===== config.mk =====
export PLATFORM = sky130hd
export DESIGN_NAME = bcd_converter
export DESIGN_NICKNAME = d
export VERILOG_FILES = /design/src/rtl/bcd_converter.sv
export SDC_FILE = /design/constraint.sdc
export NUM_CORES = 1
export LEC_CHECK = 0
export ABC_AREA = 0
export BUFFER_PORTS_ARGS = -buffer_cell sky130_fd_sc_hd__buf_2
export CAP_MARGIN = 30
export CORE_MARGIN = 10
export CORE_UTILIZATION = 50
export CTS_CLUSTER_DIAMETER = 100
export DETAILED_ROUTE_END_ITERATION = 10
export PLACE_DENSITY = 0.73
export SYNTH_ARGS = -nofsm -noshare
export SYNTH_HDL_FRONTEND = slang
export SYNTH_SLANG_ARGS = --single-unit

===== constraint.sdc =====
create_clock -name clk -period 2.7 [get_ports clk]
set_input_delay 0.54 -clock clk [delete_from_list [all_inputs] [get_ports clk]]
set_output_delay 0.54 -clock clk [all_outputs]
set_load 0.02 [all_outputs]

===== src/rtl/bcd_converter.sv =====
// -----------------------------------------------------------------------------
// bcd_converter
//
// Converts a WIDTH-bit binary value (two's complement when SIGNED=1, unsigned
// when SIGNED=0) into a DIGITS-digit BCD magnitude plus a sign flag. It uses a
// sequential shift-add-3 (double dabble) datapath with one input bit per clock,
// so each conversion takes WIDTH cycles.
//
// Optional feature macro: BCD_CONVERTER_LZB_EN
//   When it is defined, digit_mask is a registered leading-zero-blanking mask.
//   When it is undefined, digit_mask is tied to all ones and no blanking logic
//   exists.
//
// Parameters
//   WIDTH  : binary input width (2..64)
//   DIGITS : number of BCD output digits (1..20)
//   SIGNED : 1 = bin is two's complement, 0 = bin is unsigned
//
// Ports
//   clk        : sole clock, rising edge
//   rst        : synchronous active-high reset
//   in_valid   : request to convert bin
//   in_ready   : converter can accept (IDLE only)
//   bin        : value to convert, sampled on accept
//   out_valid  : result registers hold a completed conversion
//   out_ready  : consumer takes the result
//   bcd        : result magnitude, digit k at [4k+3:4k]
//   sign       : input was negative
//   overflow   : magnitude did not fit in DIGITS digits
//   digit_mask : 1 = significant digit
// -----------------------------------------------------------------------------
module bcd_converter #(
    parameter int WIDTH  = 32,
    parameter int DIGITS = 10,
    parameter int SIGNED = 1
) (
    input  logic                  clk,
    input  logic                  rst,
    input  logic                  in_valid,
    output logic                  in_ready,
    input  logic [WIDTH-1:0]      bin,
    output logic                  out_valid,
    input  logic                  out_ready,
    output logic [4*DIGITS-1:0]   bcd,
    output logic                  sign,
    output logic                  overflow,
    output logic [DIGITS-1:0]     digit_mask
);

    localparam int BW = 4 * DIGITS;
    localparam int CW = (WIDTH > 2) ? $clog2(WIDTH) : 1;

    typedef enum logic [1:0] {
        IDLE,
        DABBLE,
        DONE
    } state_t;

    state_t          state;
    state_t          state_nxt;

    logic [WIDTH-1:0] mag;
    logic [CW-1:0]    cnt;
    logic [BW-1:0]    bcd_q;
    logic             sign_q;
    logic             ovf_q;

    logic [BW-1:0]    adj;
    logic [BW-1:0]    shifted;

    // Add 3 to every digit that is 5 or more, so that the following left
    // shift carries correctly into the next decimal digit.
    function automatic logic [BW-1:0] add3_digits(input logic [BW-1:0] v);
        logic [BW-1:0] r;
        r = v;
        for (int k = 0; k < DIGITS; k++) begin
            if (v[4*k +: 4] >= 4'd5)
                r[4*k +: 4] = v[4*k +: 4] + 4'd3;
        end
        return r;
    endfunction

    // Absolute value as an unsigned WIDTH-bit quantity. Negating the most
    // negative value wraps to the same bit pattern, which read as unsigned is
    // exactly 2^(WIDTH-1).
    function automatic logic [WIDTH-1:0] magnitude(input logic [WIDTH-1:0] b);
        logic signed [WIDTH-1:0] sb;
        sb = b;
        if ((SIGNED != 0) && b[WIDTH-1])
            return $unsigned(-sb);
        else
            return b;
    endfunction

    assign adj     = add3_digits(bcd_q);
    assign shifted = {adj[BW-2:0], mag[cnt]};

    // Control: next-state and handshake decode
    always_comb begin
        state_nxt = state;
        in_ready  = (state == IDLE);
        out_valid = (state == DONE);
        case (state)
            IDLE:    if (in_valid)    state_nxt = DABBLE;
            DABBLE:  if (cnt == '0)   state_nxt = DONE;
            DONE:    if (out_ready)   state_nxt = IDLE;
            default:                  state_nxt = IDLE;
        endcase
    end

    always_ff @(posedge clk) begin
        if (rst) begin
            state  <= IDLE;
            bcd_q  <= '0;
            sign_q <= 1'b0;
            ovf_q  <= 1'b0;
            cnt    <= '0;
            mag    <= '0;
        end else begin
            state <= state_nxt;
            case (state)
                IDLE: begin
                    if (in_valid) begin
                        mag    <= magnitude(bin);
                        sign_q <= (SIGNED != 0) && bin[WIDTH-1];
                        bcd_q  <= '0;
                        ovf_q  <= 1'b0;
                        cnt    <= CW'(WIDTH - 1);
                    end
                end
                DABBLE: begin
                    // The bit leaving the top digit is lost; remember that.
                    bcd_q <= shifted;
                    ovf_q <= ovf_q | adj[BW-1];
                    cnt   <= cnt - 1'b1;
                end
                default: ;
            endcase
        end
    end

    assign bcd      = bcd_q;
    assign sign     = sign_q;
    assign overflow = ovf_q;

`ifdef BCD_CONVERTER_LZB_EN
    logic [DIGITS-1:0] mask_q;

    // Bit k is set when any digit at or above k is nonzero; digit 0 always
    // shows so that a zero result still displays a single "0".
    function automatic logic [DIGITS-1:0] lzb_mask(input logic [BW-1:0] v);
        logic [DIGITS-1:0] m;
        logic              seen;
        seen = 1'b0;
        m    = '0;
        for (int k = DIGITS - 1; k >= 0; k--) begin
            seen = seen | (|v[4*k +: 4]);
            m[k] = seen;
        end
        m[0] = 1'b1;
        return m;
    endfunction

    // Captured from the final shifted value on the DONE-entry edge.
    always_ff @(posedge clk) begin
        if (rst)
            mask_q <= DIGITS'(1);
        else if ((state == DABBLE) && (cnt == '0))
            mask_q <= lzb_mask(shifted);
    end

    assign digit_mask = mask_q;
`else
    assign digit_mask = '1;
`endif

endmodule


==> results.json, run 1 <==
{
  "mostFrequentLayoutCell": "dfxtp_1",
  "start_util_pct": 51.8,
  "ys_seq_elements": 81,
  "maxCapViolations": 0,
  "pwr-share-comb_pct": 16.8,
  "grt_antenna_before_repair": 0,
  "h-tree-depth": 3,
  "core-area_sq_mm": 0.00933,
  "die_w_um": 118,
  "antenna_left": 0,
  "cts_made_buffers": 9,
  "post-cts-setup-buffers": 0,
  "relSlewSlack_pct": 50.8,
  "path_max_fanout": 4,
  "dp_hpwl_um": 8800,
  "ys_seq_area_share_pct": 33.6,
  "die-area_sq_mm": 0.0140,
  "ys_warn_count": 0,
  "p_seq_share_pct": 45.9,
  "critPathKind": "in -> reg",
  "grtUsageTotal_pct": 16.4,
  "fp.dieH_um": 118,
  "syn_to_final_growth_pct": 15.6,
  "row_count": 35,
  "setup-violations-final": 0,
  "post_drt_wl_per_cell_um": 14.9,
  "wl_um": 12000,
  "synth_top_area_share_pct": 33.6,
  "fin_setup_tns_ns": 0,
  "synth.cell_area_sq_mm": 0.00483,
  "power_density_mw_per_mm2": 513,
  "final_cell_area_sq_mm": 0.00558,
  "synthTopCellsByArea": "dfxtp_1 34%, ha_1 5.7%, a21oi_1 5.5%",
  "avgSynthCellArea_sq_um": 8.05,
  "p_int_uw": 2060,
  "maxSlewViolCount": 0,
  "pwr-share-clk_pct": 37.3,
  "final.period_utilization_pct": 78.9,
  "root_buffer": "clkbuf_8",
  "drc": 0,
  "clk_path_buf_depth": 2,
  "cts_tree": "built",
  "grt_pass1_vias": 4267,
  "synthArstFlopShare_pct": 0,
  "finalWorstSetupSlack_ns": 0.569,
  "port_buffers": 79,
  "gr-total-overflow": 0,
  "pre_cts_slack_ns": 0.224,
  "synth-edff-count": 0,
  "cp.arrival_ns": 2.41,
  "clkTransAtPathRegs_ns": 0.08,
  "p_sw_uw": 799,
  "min_path_type": "reg -> reg",
  "ys_types": 50,
  "insertion_delay_ns": 0.35,
  "layout.nets": 725,
  "via_per_inst": 5.58,
  "period_needed_ns": 2.13,
  "fin_worst_skew_ns": 0.0108,
  "dr.first_iter.drc_count": 308,
  "vias": 4469,
  "startpoint_type": "input pin",
  "worst_pin_slew_ns": 0.734,
  "max_freq_mhz": 469,
  "io_pins": 90,
  "syn-instance-count": 600,
  "dominantRegCellSynth": "dfxtp_1",
  "hold_viol": 0,
  "yosys.area.top_type": "dfxtp_1",
  "final_core_util_pct": 59.8,
  "clkSinkCount": 81,
  "final_cell_mix": "81 x dfxtp_1, 79 x buf_2, 62 x nor2_1, 53 x a21oi_1, 39 x o21ai_0",
  "gp_congestion": 0.861,
  "rsz0062_at_grt": "no",
  "irDropWorstVdd_mv": 0.245,
  "num_antenna_cells": 0,
  "grt_max_degree": 64,
  "dpl_cell_area_sq_mm": 0.00534,
  "required_ns": 2.98,
  "dr.pass1.iters": 5,
  "p_leak_uw": 0.00224,
  "power_uw": 2860,
  "endpoint_kind": "flip-flop",
  "grt_pass1_wl_um": 20000,
  "cts.repair.resized": 0,
  "layout-drive-gt1-share_pct": 19.3,
  "hold_buffers": 0,
  "status": "complete, no violations",
  "switching_share_pct": 27.9
}
metrics by stage:
| stage | hold WS (ns) | cells |
|---|---|---|
| after floorplan | 0.420 | 609 |
| after global placement | 0.437 | 785 |
| after detailed placement | 0.442 | 785 |
| after CTS | 0.448 | 801 |
| after global routing | 0.471 | 801 |
| final | 0.451 | 801 |
logic make-up after synthesis:
kind of cell | synth area share (%)
adder cells (fa/ha/maj) | 5.70
AO/OA/AOI/OAI | 18.7
multiplexers | 6.07
buffers and inverters | 6.53
flip-flops | 33.6
XOR/XNOR | 7.26
AND/OR/NAND/NOR | 22.1
other | 0.0777
power by group through the flow:
| stage | Clock (uW) | Sequential [uW] | Combinational [uW] |
|---|---|---|---|
| after floorplan | 0 | 1310 | 361 |
| after global placement | 0 | 1340 | 471 |
| after detailed placement | 0 | 1340 | 479 |
| after CTS | 1090 | 1310 | 480 |
| after global routing | 1150 | 1330 | 532 |
| final | 1070 | 1310 | 481 |
routing by layer:
metal | global-route usage, % | vias to the layer above | share of wire (%)
li1 | - | 2254 | -
met1 | 20.9 | 2086 | 47
met2 | 27.1 | 116 | 47
met3 | 3.62 | 13 | 4.9
met4 | 4.95 | 0 | 1.3
met5 | 0 | - | 0
final timing paths:
| path | start | to | slack [ns] | depth (start not counted) |
|---|---|---|---|---|
| worst max register to register | cnt[1] | bcd[0] | 0.71 | 4 |
| worst max-delay path | bin[0] | mag[31] | 0.57 | 6 |
| worst min-delay path | mag[30] | mag[30] | 0.45 | 2 |
| worst min register to register | mag[30] | mag[30] | 0.45 | 2 |
synthesized netlist by cell type (2+ instances only):
cell and n:
a211oi_1 20, a21oi_1 53, a311oi_1 3, a31oi_1 18, and2_1 10, and3_1 7
buf_1 4, buf_4 10, clkbuf_1 33, dfxtp_1 81, ha_1 22, inv_1 26
mux2i_1 9, mux4_2 9, nand2_1 30, nand2b_1 13, nand3_1 33, nand4_1 2
nor2_1 62, nor2b_1 3, nor3_1 26, nor4_1 4, nor4_2 2, o21ai_0 39
o21ai_1 3, o22ai_1 8, o31ai_1 3, or2_2 3, or3_1 3, or4_1 2
or4_4 2, xnor2_1 22, xor2_1 18
critical path: stages:
cell and delay, ns:
buf_2 0.12, or4_4 0.57, nor4_4 0.32, nand4b_2 0.20, or4_1 0.49, a21oi_1 0.17
final cells by class:
| class | count | area, sq um |
|---|---|---|
| inverters | 27 | 101 |
| clock buffers | 10 | 128 |
| well taps | 129 | 161 |
| fillers | 854 | 3750 |
| multi-input cells | 454 | 2930 |
| repair buffers | 94 | 520 |
| flip-flops and latches | 81 | 1620 |
| clock inverters | 6 | 115 |
state kept, by name, indices dropped and copies added, names as in the netlist:
signal    count
overflow      1
state         2
cnt           5
sign          1
bcd          40
mag          32
Note: power is estimated with default switching activity, not from simulation.
==> run 2, diff against run 1 <==
==> constraint.sdc (replaced) <==
create_clock -name clk -period 2.1 [get_ports clk]
set_input_delay 0.42 -clock clk [delete_from_list [all_inputs] [get_ports clk]]
set_output_delay 0.42 -clock clk [all_outputs]
set_load 0.02 [all_outputs]
==> run 2 against run 1 <==
Against the previous run: clock skew increased by 0.0025 ns; hold slack lost 0.12 ns; final cell count rose by 2.9%; register-to-register slack lost 0.56 ns; cell area rose by 2.2%; first-iteration DRC count fell by 2.6%; largest power group unchanged; non-clock buffer count grew 23; critical endpoint is now bcd[0]; die area is the same; power is 20% higher.
==> results.json, run 2 (synthesized netlist as in run 1, its figures left out) <==
{
  "final_cell_mix": "81 x dfxtp_1, 79 x buf_2, 62 x nor2_1, 53 x a21oi_1, 39 x o21ai_0",
  "grtUsageTotal_pct": 16.9,
  "gp_congestion": 0.844,
  "endpoint_kind": "flip-flop",
  "grt_max_degree": 78,
  "critPathKind": "reg -> reg",
  "port_buffers": 79,
  "cts.repair.resized": 0,
  "power_density_mw_per_mm2": 601,
  "irDropWorstVdd_mv": 0.453,
  "num_antenna_cells": 0,
  "clkTransAtPathRegs_ns": 0.09,
  "fin_worst_skew_ns": 0.0132,
  "cp.arrival_ns": 2.20,
  "die-area_sq_mm": 0.0140,
  "syn_to_final_growth_pct": 18.1,
  "min_from": "out_ready",
  "via_per_inst": 5.59,
  "path_max_fanout": 6,
  "h-tree-depth": 3,
  "post-cts-setup-buffers": 0,
  "largest_reg_flops": 40,
  "grt_antenna_before_repair": 0,
  "final.period_utilization_pct": 92.8,
  "wl_um": 12400,
  "maxSlewViolCount": 0,
  "grt_pass1_wl_um": 20700,
  "row_count": 35,
  "cts_made_buffers": 9,
  "r2r-start": "cnt[1]",
  "insertion_delay_ns": 0.36,
  "layout.nets": 748,
  "startpoint_type": "flip-flop",
  "p_leak_uw": 0.00233,
  "maxCapViolations": 0,
  "clk_path_buf_depth": 2,
  "hold_buffers": 0,
  "status": "complete, no violations",
  "required_ns": 2.35,
  "grt_pass1_vias": 4446,
  "rsz0062_at_grt": "no",
  "clkSinkCount": 81,
  "worst_pin_slew_ns": 0.587,
  "max_freq_mhz": 513,
  "dp_hpwl_um": 9140,
  "layout-drive-gt1-share_pct": 22.2,
  "die_w_um": 118,
  "gr-total-overflow": 0,
  "min_delay_path_depth": 3,
  "io_pins": 90,
  "power_uw": 3430,
  "post_drt_wl_per_cell_um": 15.1,
  "dr.pass1.iters": 5,
  "fin_hold_ws_ns": 0.331,
  "cts_tree": "built",
  "worst-r2r-cell-count": 4,
  "start_util_pct": 51.8,
  "drc": 0,
  "antenna_left": 0,
  "relSlewSlack_pct": 60.9,
  "fp.dieH_um": 118,
  "final_core_util_pct": 61.1,
  "vias": 4609,
  "min_path_type": "in -> reg",
  "hold_viol": 0,
  "mostFrequentLayoutCell": "dfxtp_1",
  "setup-violations-final": 0,
  "core-area_sq_mm": 0.00933,
  "crit_path_start": "cnt[1]",
  "dr.first_iter.drc_count": 300,
  "root_buffer": "clkbuf_8",
  "period_needed_ns": 1.95
}
==> run 2: cell count changes in the layout (fill, tap and decap cells not counted) <==
cell	change
clkinv_2	+2
inv_8	+1
bufinv_16	-3
clkbuf_1	-1
buf_12	+1
buf_4	+22
clkinv_4	+1
==> run 2: report_power, final <==
part	switching (uW)	internal, uW
clock network	628	442
logic	391	280
registers	71.2	1610
==> run 2: worst paths after layout <==
path	to	slack (ns)
max	bcd[0]	0.15
min	state[1]	0.33
max reg2reg	bcd[0]	0.15
min reg2reg	sign	0.46
==> run 2: metrics by stage <==
| stage | instances | area [sq um] | TNS [ns] | setup WS, ns |
|---|---|---|---|---|
| 6_report | 824 | 5700 | 0 | 0.151 |
| 5_1_grt | 824 | 5700 | 0 | 0.0702 |
| 4_1_cts | 824 | 5700 | 0 | 0.131 |
| 3_5_place_dp | 808 | 5520 | -1.60 | -0.210 |
| 3_3_place_gp | 808 | 5520 | -0.891 | -0.192 |
| 2_1_floorplan | 609 | 4860 | -0.0520 | -0.0520 |
==> run 2: area by class of cell <==
| type | instances | area, sq um |
|---|---|---|
| Fill cell | 830 | 3620 |
| Inverter | 27 | 101 |
| Sequential cell | 81 | 1620 |
| Timing Repair Buffer | 117 | 706 |
| Clock inverter | 7 | 55.1 |
| Clock buffer | 9 | 124 |
| Multi-Input combinational cell | 454 | 2930 |
| Tap cell | 129 | 161 |
==> run 2: worst max-delay path, cell delays in order, from the launching register on <==
cell and delay (ns):
dfxtp_1 0.54, mux4_2 0.56, mux4_2 0.47, nor3b_1 0.21, nor2_1 0.07
==> run 2: metal layers <==
metal / GRT usage (%) / part of all wire (%) / up-vias / routed length [um]
met3: 4.05 / 6.2 / 15 / 764
met4: 6.03 / 1.6 / 0 / 202
met2: 27.6 / 48 / 129 / 5900
met5: 0 / 0 / - / 0
li1: - / - / 2304 / -
met1: 21.3 / 45 / 2161 / 5550
==> run 3, diff against run 2 <==
--- a/config.mk
+++ b/config.mk
@@ -6,13 +6,13 @@
 export NUM_CORES = 1
 export LEC_CHECK = 0
 export ABC_AREA = 0
-export BUFFER_PORTS_ARGS = -buffer_cell sky130_fd_sc_hd__buf_2
 export CAP_MARGIN = 30
 export CORE_MARGIN = 10
 export CORE_UTILIZATION = 50
 export CTS_CLUSTER_DIAMETER = 100
 export DETAILED_ROUTE_END_ITERATION = 10
-export PLACE_DENSITY = 0.73
+export DONT_BUFFER_PORTS = 1
+export PLACE_DENSITY_LB_ADDON = 0.08
 export SYNTH_ARGS = -nofsm -noshare
 export SYNTH_HDL_FRONTEND = slang
 export SYNTH_SLANG_ARGS = --single-unit
==> run 3 against run 2 <==
Against the previous run: clock power grew 6%; die area did not move; worst setup slack improved by 0.082 ns; hold slack got worse by 0.18 ns; critical path type unchanged; critical endpoint unchanged; largest cell class unchanged; largest power group unchanged.
==> results.json, run 3 (synthesized netlist as in run 1, its figures left out) <==
{
  "status": "complete, no violations",
  "start_util_pct": 51.8,
  "setup-violations-final": 0,
  "clkTransAtPathRegs_ns": 0.08,
  "hold_viol": 0,
  "port_buffers": 0,
  "dr.first_iter.drc_count": 249,
  "cp.arrival_ns": 2.12,
  "required_ns": 2.35,
  "mostFrequentLayoutCell": "dfxtp_1",
  "final_cell_mix": "81 x dfxtp_1, 62 x nor2_1, 53 x a21oi_1, 39 x o21ai_0, 33 x nand3_1",
  "gp_congestion": 0.851,
  "maxCapViolations": 0,
  "irDropWorstVdd_mv": 0.281,
  "critPathMaxStageDelay_ns": 0.52,
  "pwr-share-clk_pct": 33.4,
  "grtUsageTotal_pct": 17.0,
  "finalWorstSetupSlack_ns": 0.233,
  "pre_cts_slack_ns": -0.0674,
  "layout-drive-gt1-share_pct": 10.3,
  "grt_pass1_vias": 4027,
  "row_count": 35,
  "drc": 0,
  "period_needed_ns": 1.87,
  "hold_buffers": 0,
  "io_pins": 90,
  "rsz0062_at_grt": "no",
  "maxSlewViolCount": 0,
  "grt_antenna_before_repair": 0,
  "cts_tree": "built",
  "p_seq_share_pct": 49.8,
  "via_per_inst": 5.75,
  "antenna_left": 0,
  "fp.dieH_um": 118,
  "fin_hold_ws_ns": 0.153,
  "core-area_sq_mm": 0.00933,
  "final.period_utilization_pct": 88.9,
  "relSlewSlack_pct": 64.3,
  "num_antenna_cells": 0,
  "layout.nets": 658,
  "wl_um": 12100,
  "path_common_cell": "mux4_2",
  "post_drt_wl_per_cell_um": 16.5,
  "dr.pass1.iters": 4,
  "cts_made_buffers": 9,
  "die-area_sq_mm": 0.0140,
  "largest_reg_flops": 40,
  "max_freq_mhz": 536,
  "gr-total-overflow": 0,
  "clkSinkCount": 81,
  "dpl_cell_area_sq_mm": 0.00506,
  "critPathBufInv": 1,
  "startpoint_type": "flip-flop",
  "slowest_stage": "mux4_2",
  "min_path_type": "in -> reg",
  "cts.repair.resized": 0,
  "h-tree-depth": 3,
  "fin_worst_skew_ns": 0.0103,
  "clk_path_buf_depth": 2,
  "crit_chain": "buf_12 > mux4_2 > mux4_2 > nor3b_1 > nor2_1",
  "grt_pass1_wl_um": 20200,
  "grt_max_degree": 79,
  "p_int_uw": 2420,
  "pwr-share-comb_pct": 16.8,
  "crit_family": "multiplexers",
  "die_w_um": 118,
  "post-cts-setup-buffers": 0,
  "endpoint_kind": "flip-flop",
  "final_cell_area_sq_mm": 0.00524,
  "critPathKind": "reg -> reg",
  "worst_pin_slew_ns": 0.535,
  "path_max_fanout": 11,
  "fillCellCount": 901,
  "root_buffer": "clkbuf_8",
  "power_density_mw_per_mm2": 644,
  "insertion_delay_ns": 0.36,
  "syn_to_final_growth_pct": 8.58,
  "dp_hpwl_um": 8510,
  "p_leak_uw": 0.00191,
  "vias": 4207,
  "power_uw": 3380,
  "switching_share_pct": 28.3,
  "p_sw_uw": 957
}
## run 3: cell count changes in the layout (fill, tap and decap cells not counted), sizes merged
| cell | before | now |
|---|---|---|
| buf | 117 | 27 |
| bufinv | 0 | 1 |
| clkbuf | 9 | 10 |
| clkinv | 5 | 4 |
| clkinvlp | 1 | 0 |
| inv | 28 | 26 |
## run 3: worst register-to-register path, cell delays in order (launching register included)
cell     delay [ns]
dfxtp_1        0.36
buf_12         0.15
mux4_2         0.53
mux4_2         0.46
nor3b_1        0.20
nor2_1         0.07
## run 3: cell type report
type                            instances  area [sq um]  area share (%)
Multi-Input combinational cell        454          2930            56.0
Sequential cell                        81          1620            30.9
Timing Repair Buffer                   27           240            4.58
Tap cell                              129           161            3.08
Clock buffer                           10           138            2.63
Inverter                               27           101            1.93
Clock inverter                          4          45.0           0.859
## run 3: routing by layer
layer / GRT usage, % / wire (um)
met2: 26.9 / 5560
met5: 0 / 0
met4: 7.50 / 278
met1: 21.0 / 5370
met3: 5.05 / 895
## run 3: path summary, 6_finish.rpt
check             cells past startpoint  startpoint  slack [ns]       to
setup reg to reg                      5      cnt[1]        0.23   bcd[0]
hold reg to reg                       2     mag[30]        0.45  mag[30]
hold / removal                        1         rst        0.15  mag[11]
setup / recovery                      5      cnt[1]        0.23   bcd[0]
## run 3: stage by stage
| step | cells | util (%) | setup TNS [ns] |
|---|---|---|---|
| finish | 732 | 56.2 | 0 |
| global route | 732 | 56.2 | 0 |
| CTS | 732 | 56.2 | 0 |
| detailed placement | 718 | 54.2 | -0.149 |
| global placement | 718 | 54.2 | -0.0854 |
| floorplan | 609 | - | -0.0520 |
## run 3: power groups by stage
stage	clock [uW]	combinational [uW]	sequential [uW]
global placement	0	562	1720
detailed placement	0	569	1720
CTS	1160	570	1680
global route	1220	632	1690
floorplan	0	464	1690
finish	1130	566	1680
